--- config.mk ---
export PLATFORM = sky130hd
export DESIGN_NAME = pc_fetch_sequencer_flat
export DESIGN_NICKNAME = d
export VERILOG_FILES = /design/src/rtl/pc_fetch_sequencer_if.sv /design/src/rtl/pc_fetch_sequencer.sv /design/src/flat_wrapper.sv
export SDC_FILE = /design/constraint.sdc
export NUM_CORES = 1
export LEC_CHECK = 0
export CAP_MARGIN = 40
export CORE_ASPECT_RATIO = 0.5
export CORE_MARGIN = 3
export CORE_UTILIZATION = 40
export DETAILED_ROUTE_END_ITERATION = 8
export PLACE_DENSITY = 0.95
export SLEW_MARGIN = 20
export SYNTH_ARGS = -nofsm -noshare
export SYNTH_HDL_FRONTEND = slang
export SYNTH_SLANG_ARGS = --single-unit
--- constraint.sdc ---
create_clock -name clk -period 4.5 [get_ports clk]
set_input_delay 0.9 -clock clk [delete_from_list [all_inputs] [get_ports clk]]
set_output_delay 0.9 -clock clk [all_outputs]
set_load 0.01 [all_outputs]
--- src/rtl/pc_fetch_sequencer_if.sv ---
// Fetch sequencer bus: PC input, I-cache read port, IQ push port, redirect
// requests and program_counter load strobes, grouped for the sequencer (master).
interface pc_fetch_sequencer_if #(
    parameter int unsigned WIDTH = 32
);
    logic [WIDTH-1:0] pc_i;
    logic             icache_read_o;
    logic [WIDTH-1:0] icache_addr_o;
    logic             icache_resp_i;
    logic [31:0]      icache_rdata_i;
    logic             iq_full_i;
    logic             fetch_valid_o;
    logic [31:0]      fetch_instr_o;
    logic [WIDTH-1:0] fetch_pc_o;
    logic             flush_i;
    logic [WIDTH-1:0] flush_pc_i;
    logic             jalr_valid_i;
    logic [WIDTH-1:0] jalr_target_i;
    logic             jal_valid_i;
    logic [WIDTH-1:0] jal_offset_i;
    logic             load_plus_four_o;
    logic             load_offset_o;
    logic [WIDTH-1:0] offset_o;
    logic             load_branch_o;
    logic [WIDTH-1:0] branch_pc_o;
    logic             load_alu_mod2_o;
    logic [WIDTH-1:0] jalr_alu_out_o;

    modport master (
        input  pc_i, icache_resp_i, icache_rdata_i, iq_full_i,
               flush_i, flush_pc_i, jalr_valid_i, jalr_target_i,
               jal_valid_i, jal_offset_i,
        output icache_read_o, icache_addr_o, fetch_valid_o, fetch_instr_o,
               fetch_pc_o, load_plus_four_o, load_offset_o, offset_o,
               load_branch_o, branch_pc_o, load_alu_mod2_o, jalr_alu_out_o
    );

    modport slave (
        output pc_i, icache_resp_i, icache_rdata_i, iq_full_i,
               flush_i, flush_pc_i, jalr_valid_i, jalr_target_i,
               jal_valid_i, jal_offset_i,
        input  icache_read_o, icache_addr_o, fetch_valid_o, fetch_instr_o,
               fetch_pc_o, load_plus_four_o, load_offset_o, offset_o,
               load_branch_o, branch_pc_o, load_alu_mod2_o, jalr_alu_out_o
    );
endinterface

--- src/rtl/pc_fetch_sequencer.sv ---
// Sequences I-cache fetch into the IQ and arbitrates PC redirects
// (flush > jalr > jal), driving at most one program_counter load strobe.
module pc_fetch_sequencer #(
    parameter int unsigned WIDTH = 32
) (
    input logic                 clk,
    input logic                 rst,
    pc_fetch_sequencer_if.master bus
);
    typedef enum logic {ST_FETCH, ST_HOLD} state_e;
    // Encoding order doubles as priority order for the replace rule.
    typedef enum logic [1:0] {REQ_NONE = 2'd0, REQ_JAL = 2'd1, REQ_JALR = 2'd2, REQ_FLUSH = 2'd3} req_e;

    state_e           state_q, state_d;
    req_e             pend_type_q, pend_type_d;
    logic [WIDTH-1:0] pend_val_q, pend_val_d;
    logic [31:0]      hold_instr_q, hold_instr_d;
    logic [WIDTH-1:0] hold_pc_q, hold_pc_d;

    req_e             new_type, eff_type;
    logic [WIDTH-1:0] new_val, eff_val;
    logic             fire;

    always_comb begin
        new_type = REQ_NONE;
        new_val  = '0;
        if (bus.flush_i) begin
            new_type = REQ_FLUSH;
            new_val  = bus.flush_pc_i;
        end else if (bus.jalr_valid_i) begin
            new_type = REQ_JALR;
            new_val  = bus.jalr_target_i;
        end else if (bus.jal_valid_i) begin
            new_type = REQ_JAL;
            new_val  = bus.jal_offset_i;
        end
        if (new_type != REQ_NONE && new_type >= pend_type_q) begin
            eff_type = new_type;
            eff_val  = new_val;
        end else begin
            eff_type = pend_type_q;
            eff_val  = pend_val_q;
        end
    end

    always_comb begin
        state_d          = state_q;
        pend_type_d      = pend_type_q;
        pend_val_d       = pend_val_q;
        hold_instr_d     = hold_instr_q;
        hold_pc_d        = hold_pc_q;
        fire             = 1'b0;
        bus.icache_read_o    = 1'b0;
        bus.icache_addr_o    = '0;
        bus.fetch_valid_o    = 1'b0;
        bus.fetch_instr_o    = '0;
        bus.fetch_pc_o       = '0;
        bus.load_plus_four_o = 1'b0;
        bus.load_offset_o    = 1'b0;
        bus.offset_o         = '0;
        bus.load_branch_o    = 1'b0;
        bus.branch_pc_o      = '0;
        bus.load_alu_mod2_o  = 1'b0;
        bus.jalr_alu_out_o   = '0;

        if (!rst) begin
            bus.icache_addr_o = bus.pc_i;
            case (state_q)
                ST_FETCH: begin
                    bus.icache_read_o = 1'b1;
                    if (!bus.icache_resp_i) begin
                        // PC is frozen while the read is outstanding, so a buffered JAL offset stays valid.
                        pend_type_d = eff_type;
                        pend_val_d  = eff_val;
                    end else begin
                        pend_type_d = REQ_NONE;
                        pend_val_d  = '0;
                        if (eff_type != REQ_NONE) begin
                            fire = 1'b1;
                        end else if (!bus.iq_full_i) begin
                            bus.fetch_valid_o    = 1'b1;
                            bus.fetch_instr_o    = bus.icache_rdata_i;
                            bus.fetch_pc_o       = bus.pc_i;
                            bus.load_plus_four_o = 1'b1;
                        end else begin
                            hold_instr_d = bus.icache_rdata_i;
                            hold_pc_d    = bus.pc_i;
                            state_d      = ST_HOLD;
                        end
                    end
                end
                ST_HOLD: begin
                    pend_type_d = REQ_NONE;
                    pend_val_d  = '0;
                    if (eff_type != REQ_NONE) begin
                        fire    = 1'b1;
                        state_d = ST_FETCH;
                    end else if (!bus.iq_full_i) begin
                        bus.fetch_valid_o    = 1'b1;
                        bus.fetch_instr_o    = hold_instr_q;
                        bus.fetch_pc_o       = hold_pc_q;
                        bus.load_plus_four_o = 1'b1;
                        state_d              = ST_FETCH;
                    end
                end
                default: state_d = ST_FETCH;
            endcase
        end

        if (fire) begin
            case (eff_type)
                REQ_FLUSH: begin
                    bus.load_branch_o = 1'b1;
                    bus.branch_pc_o   = eff_val;
                end
                REQ_JALR: begin
                    bus.load_alu_mod2_o = 1'b1;
                    bus.jalr_alu_out_o  = eff_val;
                end
                REQ_JAL: begin
                    bus.load_offset_o = 1'b1;
                    bus.offset_o      = eff_val;
                end
                default: ;
            endcase
        end
    end

    always_ff @(posedge clk) begin
        if (rst) begin
            state_q      <= ST_FETCH;
            pend_type_q  <= REQ_NONE;
            pend_val_q   <= '0;
            hold_instr_q <= '0;
            hold_pc_q    <= '0;
        end else begin
            state_q      <= state_d;
            pend_type_q  <= pend_type_d;
            pend_val_q   <= pend_val_d;
            hold_instr_q <= hold_instr_d;
            hold_pc_q    <= hold_pc_d;
        end
    end
endmodule

--- src/flat_wrapper.sv ---
// flat-port wrapper written by rule: the top's interface ports become plain ports
module pc_fetch_sequencer_flat 
#(
    parameter int unsigned WIDTH = 32
)
  (clk, rst, bus_pc_i, bus_icache_resp_i, bus_icache_rdata_i, bus_iq_full_i, bus_flush_i, bus_flush_pc_i, bus_jalr_valid_i, bus_jalr_target_i, bus_jal_valid_i, bus_jal_offset_i, bus_icache_read_o, bus_icache_addr_o, bus_fetch_valid_o, bus_fetch_instr_o, bus_fetch_pc_o, bus_load_plus_four_o, bus_load_offset_o, bus_offset_o, bus_load_branch_o, bus_branch_pc_o, bus_load_alu_mod2_o, bus_jalr_alu_out_o);
  pc_fetch_sequencer_if #(.WIDTH(WIDTH)) bus_i ();
  input logic clk;
  input logic rst;
  input wire logic [$bits(bus_i.pc_i)-1:0] bus_pc_i;
  input wire logic [$bits(bus_i.icache_resp_i)-1:0] bus_icache_resp_i;
  input wire logic [$bits(bus_i.icache_rdata_i)-1:0] bus_icache_rdata_i;
  input wire logic [$bits(bus_i.iq_full_i)-1:0] bus_iq_full_i;
  input wire logic [$bits(bus_i.flush_i)-1:0] bus_flush_i;
  input wire logic [$bits(bus_i.flush_pc_i)-1:0] bus_flush_pc_i;
  input wire logic [$bits(bus_i.jalr_valid_i)-1:0] bus_jalr_valid_i;
  input wire logic [$bits(bus_i.jalr_target_i)-1:0] bus_jalr_target_i;
  input wire logic [$bits(bus_i.jal_valid_i)-1:0] bus_jal_valid_i;
  input wire logic [$bits(bus_i.jal_offset_i)-1:0] bus_jal_offset_i;
  output wire logic [$bits(bus_i.icache_read_o)-1:0] bus_icache_read_o;
  output wire logic [$bits(bus_i.icache_addr_o)-1:0] bus_icache_addr_o;
  output wire logic [$bits(bus_i.fetch_valid_o)-1:0] bus_fetch_valid_o;
  output wire logic [$bits(bus_i.fetch_instr_o)-1:0] bus_fetch_instr_o;
  output wire logic [$bits(bus_i.fetch_pc_o)-1:0] bus_fetch_pc_o;
  output wire logic [$bits(bus_i.load_plus_four_o)-1:0] bus_load_plus_four_o;
  output wire logic [$bits(bus_i.load_offset_o)-1:0] bus_load_offset_o;
  output wire logic [$bits(bus_i.offset_o)-1:0] bus_offset_o;
  output wire logic [$bits(bus_i.load_branch_o)-1:0] bus_load_branch_o;
  output wire logic [$bits(bus_i.branch_pc_o)-1:0] bus_branch_pc_o;
  output wire logic [$bits(bus_i.load_alu_mod2_o)-1:0] bus_load_alu_mod2_o;
  output wire logic [$bits(bus_i.jalr_alu_out_o)-1:0] bus_jalr_alu_out_o;
  assign bus_i.pc_i = bus_pc_i;
  assign bus_i.icache_resp_i = bus_icache_resp_i;
  assign bus_i.icache_rdata_i = bus_icache_rdata_i;
  assign bus_i.iq_full_i = bus_iq_full_i;
  assign bus_i.flush_i = bus_flush_i;
  assign bus_i.flush_pc_i = bus_flush_pc_i;
  assign bus_i.jalr_valid_i = bus_jalr_valid_i;
  assign bus_i.jalr_target_i = bus_jalr_target_i;
  assign bus_i.jal_valid_i = bus_jal_valid_i;
  assign bus_i.jal_offset_i = bus_jal_offset_i;
  assign bus_icache_read_o = bus_i.icache_read_o;
  assign bus_icache_addr_o = bus_i.icache_addr_o;
  assign bus_fetch_valid_o = bus_i.fetch_valid_o;
  assign bus_fetch_instr_o = bus_i.fetch_instr_o;
  assign bus_fetch_pc_o = bus_i.fetch_pc_o;
  assign bus_load_plus_four_o = bus_i.load_plus_four_o;
  assign bus_load_offset_o = bus_i.load_offset_o;
  assign bus_offset_o = bus_i.offset_o;
  assign bus_load_branch_o = bus_i.load_branch_o;
  assign bus_branch_pc_o = bus_i.branch_pc_o;
  assign bus_load_alu_mod2_o = bus_i.load_alu_mod2_o;
  assign bus_jalr_alu_out_o = bus_i.jalr_alu_out_o;
  pc_fetch_sequencer #(.WIDTH(WIDTH)) u_core (.clk(clk), .rst(rst), .bus(bus_i));
endmodule
==> results.json <==
{
  "status": "finished, violations left",
  "failed_checks": "negative setup slack",
  "cts_sinks": 99,
  "setup_slack_ps": -42.9,
  "cp-start-kind": "input port",
  "regToRegSetupSlack_ps": 1630,
  "dr.pass1.iters": 5,
  "crit_type": "in2out",
  "vias_per_cell": 5.10,
  "grt_pass1_wl_um": 40100,
  "final-max-slew-violation-count": 0,
  "place_area_um2": 10600,
  "critical_path.max_fanout": 5,
  "cts_root_buf": "clkbuf_16",
  "remaining_drc_errors": 0,
  "slew-limit-headroom": 0.565,
  "routabilityCongestion": 0.853,
  "period_share": 1.01,
  "grt_pass1_vias": 7608,
  "rr_worst_depth": 11,
  "dp_hpwl_um": 18400,
  "yosysSeqAreaShare": 0.300,
  "synth-seq-cells": 99,
  "synth_area_um2": 6600,
  "fin_cells": 1513,
  "synthArstFlopShare": 0,
  "die_w_um": 188,
  "ys_types": 33,
  "nets": 1455,
  "row_count": 32,
  "num_antenna_cells": 0,
  "rsz0062_at_grt": "yes",
  "synth_cells": 924,
  "timing.rr.start": "u_core.pend_type_q[1]$_SDFF_PP0_",
  "layout_commonest_cell": "nor2_1",
  "tightest_slew_ps": 653,
  "syn-mean-instance-area_um2": 7.14,
  "fp.coreArea_um2": 15800,
  "layout_common_cells": "nor2_1 (263), clkdlybuf4s50_1 (197), dfxtp_1 (98)",
  "synth_ff_type": "dfxtp_1",
  "r2r-end": "u_core.hold_instr_q[31]$_SDFFE_PP0P_",
  "synth_enable_flop_cells": 0,
  "critPathLaunch": "bus_jalr_valid_i",
  "fp.dieArea_um2": 18200,
  "finalSetupViolations": 1,
  "grt-ovfl-total": 0,
  "dp_slack_ps": -272,
  "yosysWarnings": 0,
  "drt_iter0_markers": 513,
  "min_period_ps": 4540,
  "antenna_found_initial": 0,
  "fmax_mhz": 220,
  "power_leakage_nw": 5.26,
  "cp.required_ps": 3600,
  "clock_skew_ps": 6.56,
  "vias": 7719,
  "htreeDepth": 3,
  "grt_max_degree": 69,
  "final_cell_area_um2": 10900,
  "ant_nets": 0,
  "cts_inserted_buffers": 9,
  "cp.arrival_ps": 3640,
  "clk_latency_ps": 330,
  "end_kind": "primary output",
  "start_util": 0.418,
  "ir_drop_mv": 0.211,
  "grtUsageTotal": 0.267,
  "die_h_um": 96.8,
  "io_pins": 365,
  "syn_to_final_growth_pct": 65.6,
  "max-cap-violations": 0,
  "holdBufCountCts": 0,
  "drt_wl_total_um": 26000,
  "layout-drive-gt1-share": 0.132,
  "min_path_type": "reg2reg",
  "cts_tree": "done",
  "clk_pin_slew_worst_paths_ps": 60,
  "syn-num-nets": 1092,
  "crit_path_end": "bus_offset_o[3]",
  "finalHoldViolCount": 0,
  "post_drt_wl_per_cell_um": 17.2,
  "max-clock-path-buffers": 2,
  "dp_cells": 1477,
  "pwr_density_cell_nw_per_um2": 225,
  "timing.hold.ws_ps": 477,
  "io_buffers": 364
}
[registers in the layout, summed over array words and instances (netlist names)]
name,cells
u_core.hold_instr_q,32
u_core.hold_pc_q,32
u_core.pend_val_q,32
u_core.pend_type_q,2
u_core.state_q,1
[layer usage]
layer,vias up,global-route usage,wire length [µm]
li1,3718,-,-
met1,3632,0.296,9920
met2,299,0.507,13600
met3,70,0.0510,1600
met4,0,0.103,860
met5,-,0,0
[cells in the mapped netlist (2+ instances only)]
| cell | count | share of area |
|---|---|---|
| a21oi_1 | 66 | 0.050 |
| a22oi_1 | 31 | 0.035 |
| buf_1 | 2 | 0.0011 |
| buf_2 | 7 | 0.0053 |
| buf_4 | 2 | 0.0023 |
| buf_6 | 10 | 0.017 |
| clkbuf_1 | 61 | 0.035 |
| dfxtp_1 | 99 | 0.30 |
| inv_1 | 6 | 0.0034 |
| mux2_2 | 2 | 0.0034 |
| mux2_4 | 30 | 0.068 |
| mux2i_1 | 64 | 0.097 |
| nand2_1 | 96 | 0.055 |
| nand2b_1 | 65 | 0.062 |
| nand3b_1 | 2 | 0.0023 |
| nor2_1 | 266 | 0.15 |
| nor2b_1 | 66 | 0.063 |
| o21ai_0 | 32 | 0.024 |
| or3_1 | 3 | 0.0028 |
[metrics by stage]
step / util / setup TNS (ps) / total power, W
after floorplan: - / 0 / 0.00127
after global placement: 0.669 / -16840 / 0.00162
after detailed placement: 0.669 / -22100 / 0.00165
after CTS: 0.690 / -1010 / 0.00245
after global routing: 0.693 / -230 / 0.00256
final: 0.693 / -42.9 / 0.00245
[cell type report]
class / instances / area [µm²]
multi-input cells: 737 / 4270
inverters: 6 / 22.5
flip-flops and latches: 99 / 1990
repair buffers: 434 / 4070
well taps: 221 / 277
clock buffers: 12 / 256
clock inverters: 4 / 48.8
fillers: 1271 / 4850
[worst min path at each step]
| stage | start | endpoint | slack (ps) | cells after the start |
|---|---|---|---|---|
| 3_5_place_dp | u_core.hold_instr_q[26]$_SDFFE_PP0P_ | u_core.hold_instr_q[26]$_SDFFE_PP0P_ | 470 | 2 |
| 6_report | u_core.hold_instr_q[26]$_SDFFE_PP0P_ | u_core.hold_instr_q[26]$_SDFFE_PP0P_ | 480 | 2 |
| 3_3_place_gp | u_core.hold_instr_q[24]$_SDFFE_PP0P_ | u_core.hold_instr_q[24]$_SDFFE_PP0P_ | 460 | 2 |
| 4_1_cts | u_core.hold_instr_q[26]$_SDFFE_PP0P_ | u_core.hold_instr_q[26]$_SDFFE_PP0P_ | 480 | 2 |
| 2_1_floorplan | u_core.hold_instr_q[0]$_SDFFE_PP0P_ | u_core.hold_instr_q[0]$_SDFFE_PP0P_ | 450 | 2 |
| 5_1_grt | u_core.hold_instr_q[24]$_SDFFE_PP0P_ | u_core.hold_instr_q[24]$_SDFFE_PP0P_ | 500 | 2 |
[cell families after synthesis]
| family | after synthesis | share of synthesized area |
|---|---|---|
| compound gates | 135 | 0.120 |
| fa+ha+maj | 1 | 0.00190 |
| buf+inv | 88 | 0.0639 |
| flops | 99 | 0.300 |
| mux | 96 | 0.169 |
| simple gates | 505 | 0.345 |
[power breakdown]
part           leakage, nW  switching [W]  total, W  internal [W]
clock network        0.153       0.000334  0.000796      0.000461
registers            0.803      0.0000145  0.000919      0.000904
logic                 4.31       0.000350  0.000739      0.000389
[worst max-delay path, stage by stage]
cell and delay, ps:
clkdlybuf4s50_1 420, or2_4 280, ha_4 170, buf_4 130, or3_1 290, o221ai_1 70
a21boi_4 230, buf_6 130, o2111ai_4 150, buf_6 200, nor2_1 90, clkdlybuf4s50_1 550
[timing repair]
item,4_1_cts,5_1_grt
pin swaps,1,1
buffers inserted,6,8
gates cloned,6,0
setup endpoints to repair,165,42
resized for setup,161,121
No activity file was read; power rests on OpenSTA's default activity.
